$ cat config.mk
export PLATFORM = sky130hd
export DESIGN_NAME = pc_update
export DESIGN_NICKNAME = d
export VERILOG_FILES = /design/src/rtl/pc_update.sv
export SDC_FILE = /design/constraint.sdc
export NUM_CORES = 1
export LEC_CHECK = 0
export ABC_AREA = 1
export CAP_MARGIN = 20
export CELL_PAD_IN_SITES_DETAIL_PLACEMENT = 1
export CELL_PAD_IN_SITES_GLOBAL_PLACEMENT = 2
export CORE_ASPECT_RATIO = 0.9
export CORE_MARGIN = 5
export CORE_UTILIZATION = 22
export CTS_CLUSTER_SIZE = 24
export DETAILED_ROUTE_END_ITERATION = 16
export GPL_ROUTABILITY_DRIVEN = 0
export PLACE_DENSITY_LB_ADDON = 0.1
export SYNTH_ARGS = -nofsm -noshare
export SYNTH_HDL_FRONTEND = slang
export SYNTH_SLANG_ARGS = --single-unit
$ cat constraint.sdc
create_clock -name clk -period 3.3 [get_ports clk]
set_input_delay 0.66 -clock clk [delete_from_list [all_inputs] [get_ports clk]]
set_output_delay 0.66 -clock clk [all_outputs]
set_load 0.01 [all_outputs]
$ cat src/rtl/pc_update.sv
// Program counter update unit: sequential fetch, conditional PC-relative (B) and
// register-indirect (BR, only when PC_BR_REG_EN is defined) redirects, and HLT.
module pc_update (
  input  logic        clk,
  input  logic        rst,
  input  logic        stall,
  input  logic        halt_op,
  input  logic        branch,
  input  logic        br_reg,
  input  logic [2:0]  cond,
  input  logic [2:0]  flags,
  input  logic [8:0]  offset,
  input  logic [15:0] reg_target,
  output logic [15:0] pc,
  output logic [15:0] pc_plus2,
  output logic        taken,
  output logic        flush,
  output logic        halted
);

  localparam logic [0:0] S_RUN  = 1'b0;
  localparam logic [0:0] S_HALT = 1'b1;

  logic [0:0]  r_state;
  logic [15:0] r_pc;
  logic        r_flush;

  logic [0:0]  w_state_next;
  logic [15:0] w_pc_next;
  logic [15:0] w_pc_plus2;
  logic [15:0] w_off_ext;
  logic [15:0] w_b_target;
  logic        w_cond_true;
  logic        w_br_sel;
  logic        w_branch_req;
  logic        w_taken;
  logic        w_unused_cout_inc;
  logic        w_unused_cout_tgt;
  logic        w_flag_z;
  logic        w_flag_v;
  logic        w_flag_n;

`ifdef PC_BR_REG_EN
  assign w_br_sel = br_reg;
`else
  // Without BR support the register-indirect inputs are intentionally dead.
  logic w_unused_br;
  assign w_unused_br = ^{br_reg, reg_target};
  assign w_br_sel    = 1'b0;
`endif

  assign w_flag_z = flags[2];
  assign w_flag_v = flags[1];
  assign w_flag_n = flags[0];

  pc_update_cla16 u_inc (
    .a    (r_pc),
    .b    (16'd2),
    .cin  (1'b0),
    .sum  (w_pc_plus2),
    .cout (w_unused_cout_inc)
  );

  // Word offset: sign-extend 9 bits and scale by 2 bytes.
  assign w_off_ext = {{6{offset[8]}}, offset, 1'b0};

  pc_update_cla16 u_tgt (
    .a    (w_pc_plus2),
    .b    (w_off_ext),
    .cin  (1'b0),
    .sum  (w_b_target),
    .cout (w_unused_cout_tgt)
  );

  always_comb begin
    w_cond_true = 1'b0;
    case (cond)
      3'b000:  w_cond_true = !w_flag_z;
      3'b001:  w_cond_true = w_flag_z;
      3'b010:  w_cond_true = !w_flag_z && !w_flag_n;
      3'b011:  w_cond_true = w_flag_n;
      3'b100:  w_cond_true = w_flag_z || (!w_flag_z && !w_flag_n);
      3'b101:  w_cond_true = w_flag_n || w_flag_z;
      3'b110:  w_cond_true = w_flag_v;
      default: w_cond_true = 1'b1;
    endcase
  end

  assign w_branch_req = branch || w_br_sel;
  assign w_taken      = (r_state == S_RUN) && !stall && !halt_op &&
                        w_branch_req && w_cond_true;

  always_comb begin
    w_state_next = r_state;
    w_pc_next    = r_pc;
    if (r_state == S_RUN) begin
      if (stall) begin
        w_pc_next = r_pc;
      end else if (halt_op) begin
        w_state_next = S_HALT;
        w_pc_next    = r_pc;
      end else if (w_taken && w_br_sel) begin
        w_pc_next = reg_target;
      end else if (w_taken) begin
        w_pc_next = w_b_target;
      end else begin
        w_pc_next = w_pc_plus2;
      end
    end
  end

  // taken is already forced low by stall and HALT, so flush inherits that.
  always_ff @(posedge clk) begin
    if (rst) begin
      r_state <= S_RUN;
      r_pc    <= 16'h0000;
      r_flush <= 1'b0;
    end else begin
      r_state <= w_state_next;
      r_pc    <= w_pc_next;
      r_flush <= w_taken;
    end
  end

  assign pc       = r_pc;
  assign pc_plus2 = w_pc_plus2;
  assign taken    = w_taken;
  assign flush    = r_flush;
  assign halted   = (r_state == S_HALT);

endmodule

// Two-level carry-lookahead adder: four 4-bit CLA groups plus a group carry unit.
module pc_update_cla16 (
  input  logic [15:0] a,
  input  logic [15:0] b,
  input  logic        cin,
  output logic [15:0] sum,
  output logic        cout
);

  logic [3:0] w_gp;
  logic [3:0] w_gg;
  logic [3:0] w_c;

  assign w_c[0] = cin;
  assign w_c[1] = w_gg[0] | (w_gp[0] & cin);
  assign w_c[2] = w_gg[1] | (w_gp[1] & w_gg[0]) | (w_gp[1] & w_gp[0] & cin);
  assign w_c[3] = w_gg[2] | (w_gp[2] & w_gg[1]) | (w_gp[2] & w_gp[1] & w_gg[0]) |
                  (w_gp[2] & w_gp[1] & w_gp[0] & cin);
  assign cout   = w_gg[3] | (w_gp[3] & w_gg[2]) | (w_gp[3] & w_gp[2] & w_gg[1]) |
                  (w_gp[3] & w_gp[2] & w_gp[1] & w_gg[0]) |
                  (w_gp[3] & w_gp[2] & w_gp[1] & w_gp[0] & cin);

  for (genvar gi = 0; gi < 4; gi++) begin : g_blk
    pc_update_cla4 u_cla4 (
      .a   (a[gi*4 +: 4]),
      .b   (b[gi*4 +: 4]),
      .cin (w_c[gi]),
      .sum (sum[gi*4 +: 4]),
      .pg  (w_gp[gi]),
      .gg  (w_gg[gi])
    );
  end

endmodule

// 4-bit carry-lookahead block exporting group propagate/generate.
module pc_update_cla4 (
  input  logic [3:0] a,
  input  logic [3:0] b,
  input  logic       cin,
  output logic [3:0] sum,
  output logic       pg,
  output logic       gg
);

  logic [3:0] w_p;
  logic [3:0] w_g;
  logic [3:0] w_c;

  assign w_p = a ^ b;
  assign w_g = a & b;

  assign w_c[0] = cin;
  assign w_c[1] = w_g[0] | (w_p[0] & cin);
  assign w_c[2] = w_g[1] | (w_p[1] & w_g[0]) | (w_p[1] & w_p[0] & cin);
  assign w_c[3] = w_g[2] | (w_p[2] & w_g[1]) | (w_p[2] & w_p[1] & w_g[0]) |
                  (w_p[2] & w_p[1] & w_p[0] & cin);

  assign sum = w_p ^ w_c;
  assign pg  = &w_p;
  assign gg  = w_g[3] | (w_p[3] & w_g[2]) | (w_p[3] & w_p[2] & w_g[1]) |
               (w_p[3] & w_p[2] & w_p[1] & w_g[0]);

endmodule

==> summary by stage, run 1 <==
Clocking
The clock latency reported for the late side of the worst-skew pair is about 260 ps. Post-CTS repair changed the size of 0 cells. The number of sinks on the clock net is 17. The post-CTS setup buffer count is 0. The number of buffers created by CTS is 3.

In this run the clock root is driven by a sky130_fd_sc_hd__clkbuf_8. The clock tree from TritonCTS is done. After clock tree synthesis, the clock-pin slew on the worst setup and hold paths is approximately 70 ps.

In this run the number of H-tree levels came out at 1. The hold buffer count at cts is 0. The largest buffer count on any clock path is 2.

Critical path
On the worst path, the slowest cell contributes a delay of 520 ps. The highest-delay cell along the critical path is sky130_fd_sc_hd__clkdlybuf4s50_1. The cell that appears most often on the critical path is sky130_fd_sc_hd__clkdlybuf4s50_1. The biggest fanout along the worst timing path is 8.

STA classifies the critical path endpoint as an output port. At the worst endpoint, the arrival time is 2380 ps. On the critical path the largest part of the delay comes from buffers and inverters. Walking the worst path, the cells encountered are clkdlybuf4s50_1 > or2_4 > nor2_8 > nand2_2 > a21oi_2 > o21ai_2 > clkinv_4 > clkdlybuf4s50_1. Counting both buffers and inverters, the worst setup path holds a total of 3. The worst setup path is launched from an input pin.

The worst setup path is of the in2out kind. The worst endpoint required time is between 2000 and 3000 ps.

Floorplan
72 I/O pins were placed. The initial utilization of the core area, before any placement, comes to between 20% and 30%. From bottom edge to top edge, the die measures between 90 and 100 um. The die covers between 0.01 and 0.015 sq mm. The floorplan step set the die width to between 100 and 150 um. The area of the placeable core is roughly 0.0080 sq mm. After floorplanning, the core was divided into 31 placement rows.

Logic synthesis
The adder-cell share of the synthesized area is between 15 and 20%. The biggest area contributor in the post-synthesis netlist is sky130_fd_sc_hd__dfxtp_1. Counting instances in the post-synthesis netlist gives the leading cell types as sky130_fd_sc_hd__nand2_1, sky130_fd_sc_hd__inv_1, sky130_fd_sc_hd__nor2_1, sky130_fd_sc_hd__ha_1, sky130_fd_sc_hd__dfxtp_1. Counting flops and latches in the post-synthesis netlist gives 17. The fraction of synthesized cell area taken by the top area cell type is about a fifth. Of the synthesized area, sequential elements account for 18.94%.

After synthesis, the largest family of logic cells by area is simple AND/OR/NAND/NOR gates. By instance count, the leading cell after synthesis is sky130_fd_sc_hd__nand2_1. The total standard cell area after synthesis is roughly 0.0018 sq mm.

The number of synthesized flops with an enable pin is 0. The warning count from the yosys run is 0. The portion of netlist area occupied by mux cells is 0%.

Sorting the synthesized cells by area gives the leading types as sky130_fd_sc_hd__dfxtp_1, sky130_fd_sc_hd__ha_1, sky130_fd_sc_hd__nand2_1. The simple-gate portion of the synthesized area is 27.65%. The main flop type after synthesis is sky130_fd_sc_hd__dfxtp_1. The share of flip-flops with an asynchronous set or reset after synthesis is 0%. Synthesis produced a netlist whose cell count is around 270. The xor/xnor cell area share of the yosys netlist is 5.362%.

The compound-cell area share of the yosys netlist is a little under a fifth. A synthesized cell averages approximately 6.8 sq um. Counting distinct cell types in the post-synthesis netlist gives 36.

Detailed routing
For this run, design rule violations remaining after detail routing come to 0. Wires add up to around 6000 um. Dividing the detail-routed wire length by the instance count gives 14.09 um. Before antenna repair, the detailed router went through 3 iterations.

The number of vias in the routed layout is ~1900. In this run, the number of DRC markers left after iteration 0 of detailed routing was 29. The via density per instance is around 4.4. The antenna violation net count after detailed routing is 0.

Flow run
The reported max-cap violation count is 0.

Pwr
For this design the total switching power over the nets is 0.2354 mW. The relative contribution of the clock network to total power is between 20 and 25%. The worst-case IR drop observed on VDD is around 0.00012 V.

For this design the ratio of total power to cell area is 263.5 mW/mm^2. The share of total power dissipated in sequential elements is between 30% and 40%. The power share of the combinational group is approximately two fifths. Net switching is between 30% and 40% of the power. The internal portion of the total power is 0.4297 mW. The analysis attributes to cell leakage a power of between 1 and 1.5 nW.

Timing
Setup repair after global routing left no endpoint under its margin. The final max-slew violation count is 0. Setup violations remaining at the end of the flow were counted as 0. Clock skew on the completed layout was measured at 5.336 ps.

Setup total negative slack on the finished layout was measured at 0 ps. The share of the clock period used by the worst path after layout is between 90% and 100%. The shortest clock period the worst path allows after layout is around 3000 ps. The achievable clock frequency is 328.8 MHz. The final number of hold-violating endpoints was 0.

Final layout
From synthesis to final layout, the design area changed by 40.46%. The area of all placed cells without fillers is 0.002524 sq mm. The final layout contains about 390 nets.

Fill cells in the final layout number 1005. The post-route netlist has around an eighth of its cells at a drive strength greater than 1. The antenna cell count is 0. For this run, the share of the core covered by cells in the final layout is 31.58%.

Place
In this run the cell area measured after placement is around 0.0025 sq mm. Once detailed placement completed, the half-perimeter wirelength came to slightly below 5000 um. The count of buffers from port buffering is 52.

Global route
The number of antenna violations at the first check in global routing is 0. The overall fraction of global-route tracks in use is between 10% and 20%. Entering global routing, the biggest net connects 19 pins.

The leftover overflow at the end of global routing is 0. The number of global-route vias before repair is 1958. The first-pass GRT wire length is just under 10000 um.

Worst hold path
In this run the worst hold path is classified as reg2reg.

Status
The flow ran to the end, and the final reports show no timing, DRC or antenna violations.
-- state kept, by name, indices dropped and copies added (netlist names) --
register,flops
flush,1
pc,15
halted,1
-- layout make-up --
type	count	area [sq um]	share of cell area (%)
flip-flops and latches	17	340.3	13.49
multi-input cells	197	1252	49.63
clock buffers	4	45.04	1.785
well taps	99	123.9	4.908
inverters	47	181.4	7.189
repair buffers	60	580.6	23.00
-- path summary, 6_finish.rpt --
kind,depth (start not counted),slack [ps],end,startpoint
setup / recovery,8,260,taken,halt_op
hold / removal,2,510,pc[14],pc[14]
setup reg to reg,17,280,pc[12],pc[2]
hold reg to reg,2,510,pc[14],pc[14]
-- worst min-delay path: stages, from the launching register on --
cell and delay [ps]:
sky130_fd_sc_hd__dfxtp_1 330, sky130_fd_sc_hd__nand2_1 90, sky130_fd_sc_hd__a21oi_2 50
-- cell families after synthesis --
logic type | count (synthesis)
AOI/OAI and AO/OA | 53
and+or+nand+nor | 109
buffers and inverters | 52
other | 1
xor gates and xnor gates | 11
DFF | 17
adders and majority gates | 22
-- placed cells by master (no fill, tap or decap), types with 2 or more instances in the layout --
master,netlist,routed
sky130_fd_sc_hd__a21oi_1,14,14
sky130_fd_sc_hd__xor2_1,5,5
sky130_fd_sc_hd__a21oi_2,5,5
sky130_fd_sc_hd__fa_1,4,4
sky130_fd_sc_hd__ha_1,18,18
sky130_fd_sc_hd__o21ai_2,8,8
sky130_fd_sc_hd__nand3_1,15,15
sky130_fd_sc_hd__a31oi_1,2,2
sky130_fd_sc_hd__dfxtp_1,17,17
sky130_fd_sc_hd__inv_2,5,5
sky130_fd_sc_hd__xnor2_1,6,6
sky130_fd_sc_hd__nor2_1,19,18
sky130_fd_sc_hd__conb_1,1,2
sky130_fd_sc_hd__nand2_1,59,59
sky130_fd_sc_hd__nand2_2,4,4
sky130_fd_sc_hd__clkdlybuf4s50_1,0,52
sky130_fd_sc_hd__buf_4,2,8
sky130_fd_sc_hd__o21ai_1,8,8
sky130_fd_sc_hd__clkbuf_8,0,3
sky130_fd_sc_hd__o21ai_0,10,10
sky130_fd_sc_hd__nand4_1,3,3
sky130_fd_sc_hd__o21bai_1,3,3
sky130_fd_sc_hd__nor2_2,1,2
sky130_fd_sc_hd__inv_1,41,41
-- stage by stage --
stage	instances	total power, mW	hold slack (ps)	worst slack [ps]
floorplan	266	0.3873	513.6	474.0
global placement	420	0.5084	482.5	207.6
detailed placement	420	0.5112	503.7	221.4
CTS	424	0.6806	517.4	226.1
global route	424	0.7115	533.1	3.781
finish	424	0.6651	509.9	259.0
-- power by group through the flow --
stage	combinational (mW)	clock, mW	sequential [mW]
final	0.273	0.163	0.229
after global routing	0.304	0.177	0.230
after CTS	0.280	0.172	0.229
after detailed placement	0.278	0	0.234
after global placement	0.275	0	0.233
after floorplan	0.151	0	0.237
-- layer usage --
| layer | track usage (%) | vias to the layer above | share of wire [%] |
|---|---|---|---|
| met2 | 20.78 | 32 | 47 |
| li1 | - | 964 | - |
| met3 | 2.146 | 5 | 3.9 |
| met1 | 15.67 | 855 | 48 |
| met4 | 2.875 | 0 | 0.94 |
| met5 | 0 | - | 0 |
Power figures use the tool's default switching activity.
==> run 2, diff against run 1 <==
PLACE_DENSITY = 0.75   (was default)
PLACE_DENSITY_LB_ADDON = default   (was 0.1)
==> summary by stage, run 2 (synthesis results as in run 1) <==
Status
The run finished with clean final reports.

Final layout
In the layout the commonest cells are sky130_fd_sc_hd__nand2_1, sky130_fd_sc_hd__clkdlybuf4s50_1, sky130_fd_sc_hd__inv_1, sky130_fd_sc_hd__nor2_1, sky130_fd_sc_hd__ha_1. The share of layout cells above drive strength 1 is 14.46% (+1.2 points). The final non-filler cell total is 424 (unchanged). The post-synthesis to final-layout area growth is 41.37%.

The library cell used most frequently in the layout, excluding fill and tap cells, is sky130_fd_sc_hd__nand2_1. The multi-input gate area in the final layout was 0.001265 sq mm (+1.0%). The antenna cell count is 0 (unchanged). The total area of sequential cells is 344.1 sq um (+1.1%). The number of nets in the layout is 385 (unchanged).

The number of fillers in the final layout came to 1014 (+0.90%). The flip-flop count of the largest register, all copies and words added came to 15 (unchanged).

Clocking
The number of sinks on the clock net is 17 (unchanged). The number of buffers created by CTS is 3 (unchanged). The clock transition at the registers of the reported paths is 70 ps (about the same).

The clock latency reported for the late side of the worst-skew pair is 250 ps (about the same). The tree is rooted in a sky130_fd_sc_hd__clkbuf_8. The hold buffer count at cts was 0 (unchanged). The largest buffer count on any clock path is 2 (unchanged).

The H-tree depth is 1 (unchanged). TritonCTS built the clock tree.

Global route
The maximum number of pins on one net before global-route repair is 19 (unchanged). The number of antenna violations at the first check in global routing was 0 (unchanged). The overall fraction of global-route tracks in use is 12.11% (+0.064 points). The first-pass GRT wire length is 9942 um (+1.8%). The leftover overflow at the end of global routing was 0 (unchanged). The number of global-route vias before repair is 2035 (+3.9%).

Timing
The final number of hold-violating endpoints is 0 (unchanged). The achievable clock frequency is 331.4 MHz (+0.78%). The maximum clock skew at final layout was 2.526 ps (-2.810 ps). The final max-slew violation count is 0 (unchanged). Setup repair after global routing left no endpoint under its margin. The number of endpoints failing setup at the final stage is 0 (unchanged). The share of the clock period used by the worst path after layout came to 91.44% (-0.71 points). The shortest clock period the worst path allows after layout is 3018 ps (-23.45 ps). The total negative setup slack is 0 ps (unchanged).

Detailed routing
The number of search-and-repair iterations in the first detailed-routing pass is 4 (+1). The number of vias in the routed layout is 1869 (+0.70%). The final wirelength was 5952 um (-0.38%).

The average wire per standard cell was 14.04 um (-0.38%). The via density per instance is 4.408 (+0.70%). The initial detailed-routing violation count is 39 (+34%). The antenna violation net count after detailed routing was 0 (unchanged). The detailed-route DRC error count is 0 (unchanged).

Floorplan
The overall die area is 0.01008 sq mm (unchanged). The horizontal die dimension is 105.3 um (unchanged). The count of pins on the block boundary came to 72 (unchanged). The area of the placeable core is 0.007990 sq mm (unchanged). The total number of placement rows is 31 (unchanged). The vertical extent of the die is 95.74 um (unchanged). The starting utilization of the core area is 22.49% (unchanged).

Critical path
The endpoint type of the worst setup path is an output port. The buffering stage count on the worst path with inverters included came to 3 (unchanged). The startpoint of the most critical register-to-register path is pc[6]. Walking the worst path, the cells encountered are clkdlybuf4s50_1 > or2_4 > nor2_8 > nand2_2 > a21oi_2 > o21ai_2 > clkinv_4 > clkdlybuf4s50_1. The largest individual stage delay along the critical path comes from the cell sky130_fd_sc_hd__clkdlybuf4s50_1.

The critical path data arrival time was 2360 ps (-20 ps). The kind of start point of the critical path is an input pin. The cell family contributing the most delay on the critical path is buffers and inverters. The launching instance or port of the critical path is halt_op. The critical path in this run is classified as in2out. The biggest fanout along the worst timing path came to 8 (unchanged).

The critical path's largest stage delay came to 520 ps (about the same). The worst endpoint required time is 2640 ps (about the same). The most numerous cell type found on the critical path is sky130_fd_sc_hd__clkdlybuf4s50_1.

Worst hold path
In this run the most critical hold path is launched from pc[14]. The tightest min-delay check is of the reg2reg type.

Flow run
The reported max-cap violation count is 0 (unchanged).

Pwr
The total leakage power is 1.156 nW (+0.67%). The power per unit of standard cell area is 260.6 mW/mm^2 (-1.1%). The overall power after layout came to 0.6619 mW (-0.48%). The largest vdd supply drop is 0.00008457 V (-31%).

Place
The cell count after placement is 419 (-0.24%). The detailed placement HPWL is 4912 um (-0.32%). The count of buffers from port buffering is 52 (unchanged).
==> run 2: cell counts in the layout (fill, tap and decap cells not counted) <==
Identical to the previous run, type by type.
==> run 2: path summary, 6_finish.rpt <==
check / cells after the start / slack (ps) / to
setup reg to reg: 17 / 360 / pc[12]
setup / recovery: 8 / 280 / taken
hold / removal: 2 / 500 / pc[14]
hold reg to reg: 2 / 500 / pc[14]
==> run 2: final cells by class <==
| class | instances | area share, % |
|---|---|---|
| inverters | 47 | 7.143 |
| repair buffers | 60 | 22.86 |
| clock buffers | 4 | 1.773 |
| flip-flops and latches | 17 | 13.55 |
| well taps | 99 | 4.877 |
| multi-input cells | 197 | 49.80 |
==> run 2: tightest hold or removal path, stage by stage, from the launching register on <==
cell and delay [ps]:
sky130_fd_sc_hd__dfxtp_1 330, sky130_fd_sc_hd__nand2_1 80, sky130_fd_sc_hd__a21oi_2 50
==> run 2: what timing repair did <==
action                                  CTS  global route
endpoints found under the hold margin     0             0
resized for setup                         0             6
endpoints found under the setup margin    0             2
setup buffers                             0             1
==> run 2: per-layer routing <==
layer	vias to the layer above	global-route usage, %	part of all wire, %
met5	-	0	0
met4	0	2.556	0.69
met3	2	1.744	3.2
met1	873	14.35	46
li1	965	-	-
met2	29	23.18	50
==> run 2: stage by stage <==
stage	utilization [%]	hold slack [ps]	worst slack, ps	cell area, sq um
final	31.79	504.0	282.5	2540
after CTS	31.40	512.8	75.60	2509
after global placement	30.83	476.0	152.7	2464
after global routing	31.79	533.4	3.416	2540
after detailed placement	30.83	501.3	100.3	2464
after floorplan	-	513.6	474.0	1800
==> run 2: power breakdown <==
group	switching, mW	internal, mW	leakage [nW]
logic	0.145	0.127	0.993
clock network	0.0761	0.0857	0.0228
registers	0.0114	0.217	0.140
==> run 3, diff against run 2 <==
ABC_AREA = 0   (was 1)
ABC_CLOCK_PERIOD_IN_PS = 3300   (was default)
CORE_UTILIZATION = 25   (was 22)
CTS_CLUSTER_DIAMETER = 120   (was default)
PLACE_DENSITY = 0.78   (was 0.75)
==> summary by stage, run 3 <==
Status
The flow ran to the end, and the final reports show no timing, DRC or antenna violations.

Detailed routing
The number of vias in the routed layout is 1988 (+6.4%). The average wire per standard cell is 15.40 um (+9.7%). The detailed-route DRC error count is 0 (unchanged).

The antenna violation net count after detailed routing is 0 (unchanged). The via density per instance came to 4.861 (+10%). The number of search-and-repair iterations in the first detailed-routing pass is 4 (unchanged). The final wirelength was 6299 um (+5.8%).

The initial detailed-routing violation count is 82 (+110%).

Floorplan
The total number of placement rows is 30 (-3.2%). The starting utilization of the core area is 25.37% (+2.9 points). The overall die area is 0.009382 sq mm (-6.9%).

The count of pins on the block boundary is 72 (unchanged). The horizontal die dimension is 101.5 um (-3.5%). The area of the placeable core came to 0.007432 sq mm (-7.0%).

The vertical extent of the die is 92.39 um (-3.5%).

Critical path
The kind of start point of the critical path is a flip-flop. The biggest fanout along the worst timing path came to 4 (-4). The worst endpoint required time is 3480 ps (+840 ps).

The critical path is of the reg2reg type. The critical path data arrival time is 3360 ps (+1000 ps). The worst setup path is captured at a flip-flop.

Timing
The achievable clock frequency was 314.3 MHz (-5.2%). The final number of hold-violating endpoints came to 0 (unchanged). The number of endpoints failing setup at the final stage is 0 (unchanged).

The worst-case hold slack is 527.5 ps (+23.52 ps). The shortest clock period the worst path allows after layout came to 3182 ps (+164.5 ps). The maximum clock skew at final layout is 4.900 ps (+2.374 ps). The final max-slew violation count was 0 (unchanged).

The worst setup slack after layout is 117.9 ps (-164.5 ps). The share of the clock period used by the worst path after layout came to 96.43% (+5.0 points). Setup repair after global routing could not meet its margin everywhere.

Final layout
The number of nets in the layout is 373 (-3.1%). The flip-flop count of the largest register, all copies and words added is 15 (unchanged). The number of fillers in the final layout was 891 (-12%). The antenna cell count came to 0 (unchanged). The most common cell after layout, fill and taps aside is sky130_fd_sc_hd__clkdlybuf4s50_1. The final non-filler cell total is 409 (-3.5%).

The area growth from synthesis to layout is 53.42%. The share of layout cells above drive strength 1 came to 27.16% (+13 points). The top cell types in the final layout, fill and taps aside, are sky130_fd_sc_hd__clkdlybuf4s50_1, sky130_fd_sc_hd__buf_4, sky130_fd_sc_hd__nand2_1, sky130_fd_sc_hd__inv_1, sky130_fd_sc_hd__ha_1.

Global route
The maximum number of pins on one net before global-route repair is 22 (+3). The leftover overflow at the end of global routing is 0 (unchanged). The overall fraction of global-route tracks in use is 13.81% (+1.7 points). The number of antenna violations at the first check in global routing is 0 (unchanged). The first-pass GRT wire length is 10500 um (+5.6%).

The number of global-route vias before repair is 2122 (+4.3%).

Logic synthesis
In the post-synthesis netlist, the biggest area contributors are sky130_fd_sc_hd__dfxtp_1, sky130_fd_sc_hd__ha_1, sky130_fd_sc_hd__nand2_1. The synthesized area divided by synthesized cell count is 8.234 sq um (+21%). The fraction of synthesized cell area taken by the top area cell type is 18.05% (-0.89 points). The largest area contributor in the synthesized netlist is sky130_fd_sc_hd__dfxtp_1. The sequential share of the synthesized area is 18.05% (-0.89 points).

The total standard cell area after synthesis is 0.001886 sq mm (+4.9%). The commonest cells after synthesis are sky130_fd_sc_hd__nand2_1, sky130_fd_sc_hd__inv_1, sky130_fd_sc_hd__ha_1, sky130_fd_sc_hd__dfxtp_1, sky130_fd_sc_hd__a21oi_1. The number of instances in the synthesized netlist came to 229 (-14%). The synthesis-stage register bit count is 17 (unchanged). The main flop type after synthesis is sky130_fd_sc_hd__dfxtp_1. The number of synthesized flops with an enable pin is 0 (unchanged). The count of unique library cells instantiated by Yosys is 59 (+64%).

The share of flip-flops with an asynchronous set or reset after synthesis was 0% (unchanged). The leading cell type by number of instances after synthesis is sky130_fd_sc_hd__nand2_1. The warning count from the yosys run was 0 (unchanged).

Place
The detailed placement HPWL is 5190 um (+5.7%). The count of buffers from port buffering was 52 (unchanged). The cell count after placement is 405 (-3.3%).

The minimum setup slack after placement is -177.5 ps (-277.7 ps).

Clocking
The tree is rooted in a sky130_fd_sc_hd__clkbuf_8. The number of buffers created by CTS is 3 (unchanged). The post-CTS setup buffer count came to 0 (unchanged). The largest buffer count on any clock path is 2 (unchanged). The H-tree depth was 1 (unchanged). The clock tree from TritonCTS is done. The hold buffer count at cts is 0 (unchanged). The clock latency reported for the late side of the worst-skew pair came to 260 ps (about the same). The clock transition at the registers of the reported paths is 70 ps (about the same). The number of sinks on the clock net is 17 (unchanged).

Pwr
The power per unit of standard cell area came to 241.4 mW/mm^2 (-7.4%). The total leakage power is 1.183 nW (+2.4%). The overall power after layout is 0.6982 mW (+5.5%). The largest vdd supply drop is 0.0001235 V (+46%).

Flow run
The reported max-cap violation count is 0 (unchanged).

Worst hold path
The worst hold path class is reg2reg.
run 3: cell types whose count changed in the layout (fill, tap and decap cells not counted), moves of 4 or more:
| cell | previous run | this run |
|---|---|---|
| sky130_fd_sc_hd__a21oi_2 | 5 | 1 |
| sky130_fd_sc_hd__a221oi_2 | 0 | 4 |
| sky130_fd_sc_hd__buf_4 | 8 | 36 |
| sky130_fd_sc_hd__inv_1 | 41 | 20 |
| sky130_fd_sc_hd__inv_2 | 5 | 1 |
| sky130_fd_sc_hd__nand2_1 | 59 | 22 |
| sky130_fd_sc_hd__nor2_1 | 18 | 10 |
| sky130_fd_sc_hd__o21ai_1 | 8 | 1 |
run 3: cell families after synthesis:
group	Yosys count	synth area share, %
buf+inv	30	7.299
xor+xnor	17	8.295
compound gates	68	28.73
simple gates	74	21.23
fa+ha+maj	22	16.19
flops	17	18.05
other cells	1	0.1989
run 3: stage by stage:
stage | TNS (ps) | cell area, sq um | util (%)
2_1_floorplan | 0 | 1917 | -
3_3_place_gp | -96.33 | 2774 | 37.32
3_5_place_dp | -205.0 | 2774 | 37.32
4_1_cts | 0 | 2851 | 38.37
5_1_grt | -3.292 | 2893 | 38.92
6_report | 0 | 2893 | 38.92
run 3: what timing repair did:
action	in CTS	in global routing
gates resized for setup	5	9
setup endpoints to repair	1	3
pin swaps	4	3
run 3: per-layer routing:
| layer | track usage [%] | share of wire, % |
|---|---|---|
| met1 | 18.08 | 46 |
| met2 | 23.69 | 49 |
| met3 | 1.506 | 3.3 |
| met4 | 3.987 | 1.4 |
| met5 | 0 | 0 |
run 3: layout make-up:
cell class,instances,area [sq um],area share (%)
multi-input cells,183,1510,52.21
repair buffers,88,793.3,27.42
flip-flops and latches,17,344.1,11.89
well taps,96,120.1,4.152
inverters,21,78.83,2.725
clock buffers,3,41.29,1.427
clock inverters,1,5.005,0.1730
run 3: final timing paths:
path	from	end	slack (ps)	cells after the start
max	pc[3]	pc[12]	120	14
min	pc[13]	pc[13]	530	2
max reg2reg	pc[3]	pc[12]	120	14
min reg2reg	pc[13]	pc[13]	530	2
run 3: critical path: stages (launching register included):
cell,delay (ps)
sky130_fd_sc_hd__dfxtp_2,330
sky130_fd_sc_hd__nand3_2,80
sky130_fd_sc_hd__inv_2,40
sky130_fd_sc_hd__and3_2,200
sky130_fd_sc_hd__and3_2,240
sky130_fd_sc_hd__ha_4,190
sky130_fd_sc_hd__xor2_4,190
sky130_fd_sc_hd__ha_4,300
sky130_fd_sc_hd__nand2_1,90
sky130_fd_sc_hd__nor2_2,100
sky130_fd_sc_hd__o2bb2ai_2,130
sky130_fd_sc_hd__a31oi_2,110
sky130_fd_sc_hd__fa_1,470
sky130_fd_sc_hd__or3_1,400
sky130_fd_sc_hd__a311oi_2,230
run 3: power by group:
group | internal, mW | switching, mW
Clock | 0.0839 | 0.0777
Sequential | 0.215 | 0.0114
Combinational | 0.153 | 0.156
Total | 0.453 | 0.245
